### src/rtl/fetch_stage.sv
// Instruction-fetch front end: PC generation, ready/valid imem requests, in-order prefetch queue, IF/ID register.
// Optional macro FETCH_PERF_EN adds saturating perf_fetched / perf_bubbles counter ports.
module fetch_stage #(
    parameter logic [63:0] RESET_PC = 64'h0,
    parameter int          DEPTH    = 2
) (
    input  logic        clk,
    input  logic        Reset,
    output logic        imem_req,
    output logic [63:0] imem_addr,
    input  logic        imem_ready,
    input  logic        imem_rvalid,
    input  logic [31:0] imem_rdata,
    input  logic        stall,
    input  logic        redirect,
    input  logic [63:0] redirect_pc,
    output logic        id_valid,
    output logic [31:0] id_instr,
    output logic [63:0] id_pc
`ifdef FETCH_PERF_EN
    ,
    output logic [31:0] perf_fetched,
    output logic [31:0] perf_bubbles
`endif
);
    localparam int CW   = $clog2(DEPTH + 1);
    localparam int PW   = (DEPTH > 1) ? $clog2(DEPTH) : 1;
    localparam int LAST = DEPTH - 1;
    localparam logic [PW-1:0] LAST_PTR = LAST[PW-1:0];
    localparam logic [CW:0]   DEPTH_C  = DEPTH[CW:0];

    logic [63:0]   fetch_pc;
    logic [CW-1:0] inflight;
    logic [CW-1:0] drop;
    logic [CW-1:0] count;
    logic [63:0]   tag_mem [DEPTH];
    logic [PW-1:0] tag_wr;
    logic [PW-1:0] tag_rd;
    logic [63:0]   q_pc    [DEPTH];
    logic [31:0]   q_instr [DEPTH];
    logic [PW-1:0] q_head;
    logic [PW-1:0] q_tail;
    logic [CW:0]   occupancy;
    logic          accept;
    logic          push;
    logic          pop;
    logic          unused_pc_bits;

    function automatic logic [PW-1:0] next_ptr(input logic [PW-1:0] p);
        return (p == LAST_PTR) ? '0 : p + PW'(1);
    endfunction

    assign unused_pc_bits = ^redirect_pc[1:0];

    // Credit rule: in-flight requests plus buffered words never exceed the queue depth.
    assign occupancy = {1'b0, inflight} + {1'b0, count};
    assign imem_req  = !Reset && !redirect && (occupancy < DEPTH_C);
    assign imem_addr = fetch_pc;
    assign accept    = imem_req && imem_ready;
    assign push      = imem_rvalid && !redirect && (drop == '0);
    assign pop       = !redirect && !stall && (count != '0);

    always_ff @(posedge clk or posedge Reset) begin
        if (Reset) begin
            fetch_pc <= RESET_PC;
            inflight <= '0;
            drop     <= '0;
            count    <= '0;
            tag_wr   <= '0;
            tag_rd   <= '0;
            q_head   <= '0;
            q_tail   <= '0;
            id_valid <= 1'b0;
            id_instr <= 32'h0;
            id_pc    <= 64'h0;
        end else begin
            if (accept) begin
                fetch_pc <= fetch_pc + 64'd4;
                tag_wr   <= next_ptr(tag_wr);
            end
            // Tags pop on every response, dropped or not, so they stay aligned with inflight.
            if (imem_rvalid)
                tag_rd <= next_ptr(tag_rd);
            inflight <= inflight + CW'(accept) - CW'(imem_rvalid);
            if (redirect) begin
                fetch_pc <= {redirect_pc[63:2], 2'b00};
                drop     <= inflight - CW'(imem_rvalid);
                count    <= '0;
                q_head   <= '0;
                q_tail   <= '0;
                id_valid <= 1'b0;
            end else begin
                if (imem_rvalid && (drop != '0))
                    drop <= drop - CW'(1);
                if (push)
                    q_tail <= next_ptr(q_tail);
                if (pop)
                    q_head <= next_ptr(q_head);
                count <= count + CW'(push) - CW'(pop);
                if (pop) begin
                    id_valid <= 1'b1;
                    id_instr <= q_instr[q_head];
                    id_pc    <= q_pc[q_head];
                end else if (!stall) begin
                    id_valid <= 1'b0;
                end
            end
        end
    end

    always_ff @(posedge clk) begin
        if (accept)
            tag_mem[tag_wr] <= fetch_pc;
        if (push) begin
            q_pc[q_tail]    <= tag_mem[tag_rd];
            q_instr[q_tail] <= imem_rdata;
        end
    end

    response_needs_request: assert property (
        @(posedge clk) disable iff (Reset) imem_rvalid |-> (inflight != '0));

`ifdef FETCH_PERF_EN
    logic bubble;
    assign bubble = !redirect && !stall && (count == '0);

    always_ff @(posedge clk or posedge Reset) begin
        if (Reset) begin
            perf_fetched <= 32'h0;
            perf_bubbles <= 32'h0;
        end else begin
            if (pop && (perf_fetched != 32'hFFFF_FFFF))
                perf_fetched <= perf_fetched + 32'd1;
            if (bubble && (perf_bubbles != 32'hFFFF_FFFF))
                perf_bubbles <= perf_bubbles + 32'd1;
        end
    end
`else
    // Core-only build: no performance counters exist.
`endif

endmodule

### config.mk
export PLATFORM = sky130hd
export DESIGN_NAME = fetch_stage
export DESIGN_NICKNAME = d
export VERILOG_FILES = /design/src/rtl/fetch_stage.sv
export SDC_FILE = /design/constraint.sdc
export NUM_CORES = 1
export LEC_CHECK = 0
export ABC_AREA = 1
export CAP_MARGIN = 20
export CORE_MARGIN = 2
export CORE_UTILIZATION = 39
export CTS_CLUSTER_SIZE = 25
export DETAILED_ROUTE_END_ITERATION = 10
export PLACE_DENSITY = 0.71
export SKIP_LAST_GASP = 1
export SYNTH_ARGS = -nofsm -noshare
export SYNTH_HDL_FRONTEND = slang
export SYNTH_SLANG_ARGS = --single-unit
### constraint.sdc
create_clock -name clk -period 6.7 [get_ports clk]
set_input_delay 0.67 -clock clk [delete_from_list [all_inputs] [get_ports clk]]
set_output_delay 0.67 -clock clk [all_outputs]
set_load 0.05 [all_outputs]
### Word level (Yosys, flattened, before mapping)

Memory sizes are Yosys's and may differ from the RTL's. A register that Yosys moved wholly into a read port is not among the register bits.
Cells that the tools add are included.

* bits in registers: 75
* memory bits (writable): 320
* input bits: 102
* output and inout port bits: 162
* logic and storage cells: 66
* memories: 3

Memories
* q_pc: depth 2, bits a word 64, read ports 1, clocked after memory_dff 1, write ports 1, line 39 `logic [63:0] q_pc [DEPTH];`
* tag_mem: depth 2, bits a word 64, read ports 1, clocked after memory_dff 0, write ports 1, line 36 `logic [63:0] tag_mem [DEPTH];`
* q_instr: depth 2, bits a word 32, read ports 1, clocked after memory_dff 1, write ports 1, line 40 `logic [31:0] q_instr [DEPTH];`

* add/subtract/negate cells: 12
* order comparisons: 1
* equal/unequal tests: 1
* muxes and demuxes: 20
* bitwise gates (word level): 1
* reductions and logical operators: 19

Operators with widths (count)
* 2-to-1 mux 64 bit: 2
* adder 64 x 3 -> 64 bit, second input constant: 1
* 2-to-1 mux 1 bit: 15
* nonzero test 2 bit: 6
* logical AND 1 bit: 8
* 2-to-1 mux 2 bit: 3
* subtractor 2 x 1 -> 2 bit: 3
* adder 1 bit, second input constant: 4
* adder 2 x 1 -> 2 bit: 2
* adder 2 x 2 -> 3 bit: 1
* zero test 1 bit: 3
* less-than comparator 3 x 2 -> 1 bit, second input constant: 1
* != test 3 x 1 -> 1 bit, second input constant: 1
* zero test 2 bit: 1
* AND reduction 2 bit: 1
* subtractor 2 x 1 -> 2 bit, second input constant: 1
* NOT 1 bit: 1

### Longest topological paths before layout

* depth in word-level cells: 6
* mapped depth: 13
* depth with buffers taken out: 12

### Least setup slack after synthesis

No wires, ideal clock.

* path type: input port to flip-flop
* from: in Reset
* to: mem tag_mem[0][10], enable pin
* library setup time: 0.482 ns
* data arrival time: 7.750 ns
* data required time: 6.218 ns
* path slack: -1.532 ns
* stages: 7
* path buffers: 2
* cell sequence: inv_1 nand3_2 inv_2 nand2_2 buf_2 buf_2 nor2_1

* longest elaborated chain between the ends: 6

RTL lines
* from (decl): line 8 `input logic Reset,`
* zero test 1 bit (no line)
* logical AND 1 bit (2 in series): line 57 `assign imem_req = !Reset && !redirect && (occupancy < DEPTH_C);`
* net imem_req: line 9 `output logic imem_req,`
* logical AND 1 bit: line 59 `assign accept = imem_req && imem_ready;`
* 2-to-1 mux 1 bit: line 112 `if (accept)`
* 2-to-1 mux 1 bit (not written as such): line 113 `tag_mem[tag_wr] <= fetch_pc;`
* to (decl): line 36

The timed path passes the listed nets, and every way through them passes these cells.

### Final worst setup path

* from: in Reset
* to: mem tag_mem[1][39], enable pin

* longest elaborated chain between the ends: 6

RTL lines (line)
* zero test 1 bit (no line)
* logical AND 1 bit (2 in series): 57
* logical AND 1 bit: 59
* 2-to-1 mux 1 bit: 112
* 2-to-1 mux 1 bit (not written as such): 113

No other way between the ends.

==> out/metrics.yaml <==
outcome:
  status: "finished clean"
timing:
  rsz0062_at_grt: "no"
  layout_setup_ws_ns: 3.129
  slew_viol_final: 0
  slew-limit-headroom_pct: 29.03
  finalCritPeriodShare_pct: 53.30
  finalHoldViolCount: 0
  finalSetupViolCount: 0
  fmax_mhz: 280.0
  tightest_slew_ns: 1.065
  final.min_clock_period_ns: 3.571
  finalSetupTns_ns: 0
  whs_ns: 0.4799
  finClkSkew_ns: 0.02928
worst_setup_path:
  crit_path_start_kind: "input pin"
  crit_fanout: 38
  crit_path_end_kind: "flip-flop"
  critical_path_class: "input pin to flip-flop"
  cp.arrival_ns: 3.78
  cp_data_required_time_ns: 6.91
placed_design:
  dp.cells: 2741
  dp_hpwl_um: 35450
  place.gp.congestion: 0.9038
  pre_cts_ws_ns: 2.401
  io_buffers: 257
logic_synthesis:
  yosys-top-cells-area: "edfxtp_1 46%, dfrtp_1 21%, nand2_1 9.1%"
  synth_top_area_share_pct: 46.39
  synthArstFlopShare_pct: 34.86
  synthXorXnorAreaFrac_pct: 1.084
  synth-adder-area-share_pct: 0.5328
  yosysTopAreaCell: "edfxtp_1"
  seq_area_frac_synth_pct: 67.08
  synth-simple-area-share_pct: 14.26
  ys_types: 37
  yosysWarnings: 0
  synth_mux_area_share_pct: 3.457
  synthMostInstantiatedCell: "nand2_1"
  synth_top_family_by_area: "simple AND/OR/NAND/NOR gates"
  synth-seq-cells: 479
  syn_inst: 1860
  synth_compound_area_share_pct: 7.391
  synth_edf_count: 312
  syn_area_per_cell_um2: 10.86
  syn_area_mm2: 0.02020
  ys_top_cells_by_count: "487 x nand2_1, 312 x edfxtp_1, 225 x o21ai_0, 217 x inv_1, 167 x dfrtp_1"
  ys.flop_type: "edfxtp_1"
power:
  p_switching_mw: 3.584
  p_leak_nw: 9.867
  power_density_mw_per_mm2: 395.8
  combPwrFrac_pct: 31.0
  peakVddDrop_v: 0.0001818
  p_int_mw: 6.282
  p_sw_share_pct: 36.33
  power.share.clock_pct: 26.8
  pwr-share-seq_pct: 42.2
final_layout:
  final_nets: 2222
  ff_latch_area_mm2: 0.01355
  stdcell_count: 2832
  antennaDiodeCount: 0
  drive_above_1_share_pct: 8.736
  fill_cells: 4613
  multi_input_area_mm2: 0.005443
  area_growth_pct: 23.42
cts:
  cts_tree: "yes"
  postCtsSetupBuffers: 0
  cts_hold_buf: 0
  worstSkewPairLatency_ns: 0.59
  cts_root_buffer: "clkbuf_16"
  clock_sinks: 479
  clkTransAtPathRegs_ns: 0.06
  cts_buffer_depth: 3
  numCtsBuffers: 49
  cts_resized: 0
  htree_levels: 2
route:
  postRouteAntennaNets: 0
  vias_per_cell: 4.889
  drt_iter0_drc: 974
  wl_per_cell_um: 18.22
  routed_wl_um: 51610
  first_pass_iters: 7
  drc: 0
  via_count: 13847
die:
  rows: 83
  die_x_um: 231.6
  dieArea_mm2: 0.05362
  die_h_um: 231.6
  core_area_mm2: 0.05130
  start_util_pct: 39.37
  ios: 264
global_route:
  grt_max_degree: 115
  overflow: 0
  grt_pass1_vias: 13435
  antenna_found_initial: 0
  grt_pass1_wl_um: 79160
  grt_use_total_pct: 19.36
min_path:
  hp-class: "flip-flop to flip-flop"
run:
  maxCapViolCount: 0
==> per-layer routing <==
| layer | GRT usage, % | vias up | wire (um) |
|---|---|---|---|
| met2 | 32.49 | 455 | 24880 |
| met4 | 5.769 | 0 | 1332 |
| met3 | 3.617 | 79 | 3199 |
| met5 | 0 | - | 0 |
| li1 | - | 6661 | - |
| met1 | 25.57 | 6652 | 22190 |
==> through the flow <==
step	area, um^2	util [%]	power (mW)
floorplan	20210	-	6.164
global placement	23370	45.55	7.236
detailed placement	23370	45.55	7.312
CTS	24930	48.59	9.979
global route	24930	48.59	10.33
finish	24930	48.59	9.867
==> kinds of logic after synthesis <==
kind of cell | after synthesis
muxes | 62
DFF | 479
adders and majority gates | 8
and+or+nand+nor | 705
other | 1
buffers and inverters | 296
xor gates and xnor gates | 25
AOI/OAI and AO/OA | 284
==> placed cells by master (no fill, tap or decap), types with 2 or more instances in the layout <==
cell,Yosys,final
nand2_1,487,487
edfxtp_1,312,312
clkdlybuf4s50_1,0,256
o21ai_0,225,225
inv_1,217,215
dfrtp_1,167,165
nor2_1,113,109
nand3_1,72,72
mux2_2,62,62
clkbuf_16,0,51
o21ai_1,30,30
xor2_1,21,21
o21bai_1,15,15
buf_4,5,15
clkbuf_1,25,14
nand2_2,10,10
clkinv_2,0,9
nor2_4,4,8
o211ai_1,7,7
ha_1,7,7
clkinvlp_4,0,6
clkinv_1,1,5
nand4_1,5,5
inv_2,4,4
nor2_2,4,4
xnor2_1,4,4
conb_1,1,4
clkbuf_8,0,4
inv_6,0,3
nor3_1,3,3
a22o_1,3,3
nor2_8,2,2
nand2_4,2,2
a21oi_1,2,2
bufinv_16,0,2
==> worst paths after layout <==
path                                  startpoint  cells after the start  slack (ns)                       end
max                                        Reset                      7        3.13  tag_mem[1][39]$_DFFE_PP_
min                        id_pc[31]$_DFFE_PP0P_                      2        0.48     id_pc[31]$_DFFE_PP0P_
max reg2reg                   count[0]$_DFF_PP0_                      9        3.15  tag_mem[1][39]$_DFFE_PP_
min reg2reg                id_pc[31]$_DFFE_PP0P_                      2        0.48     id_pc[31]$_DFFE_PP0P_
max in group asynchronous                  Reset                      4        4.40     id_pc[43]$_DFFE_PP0P_
min in group asynchronous                  Reset                      2        0.56     id_pc[13]$_DFFE_PP0P_
==> power by group through the flow <==
stage	sequential, mW	clock (mW)	combinational (mW)
3_5_place_dp	4.22	0	3.09
6_report	4.16	2.65	3.06
4_1_cts	4.17	2.71	3.10
5_1_grt	4.23	2.83	3.27
3_3_place_gp	4.20	0	3.03
2_1_floorplan	5.21	0	0.952
==> final cells by class <==
type	count	area share (%)
flip-flops and latches	479	54.37
clock inverters	22	0.7027
inverters	222	3.378
multi-input cells	1088	21.83
repair buffers	272	10.75
clock buffers	69	5.551
well taps	680	3.413
==> critical path, stage by stage <==
cell and delay (ns):
clkdlybuf4s50_1 0.45, clkinvlp_4 0.48, nand3_2 0.16, inv_2 0.09, nand2_2 0.40, nor2_4 0.84, buf_4 0.60
==> sequential cells by signal (all words and copies together), names as in the netlist <==
signal / flops
q_head: 1
id_pc: 62
id_valid: 1
q_pc: 124
tag_rd: 1
count: 2
imem_addr: 62
inflight: 2
id_instr: 32
q_instr: 64
drop: 2
tag_wr: 1
tag_mem: 124
q_tail: 1
Note: power is estimated with default switching activity, not from simulation.
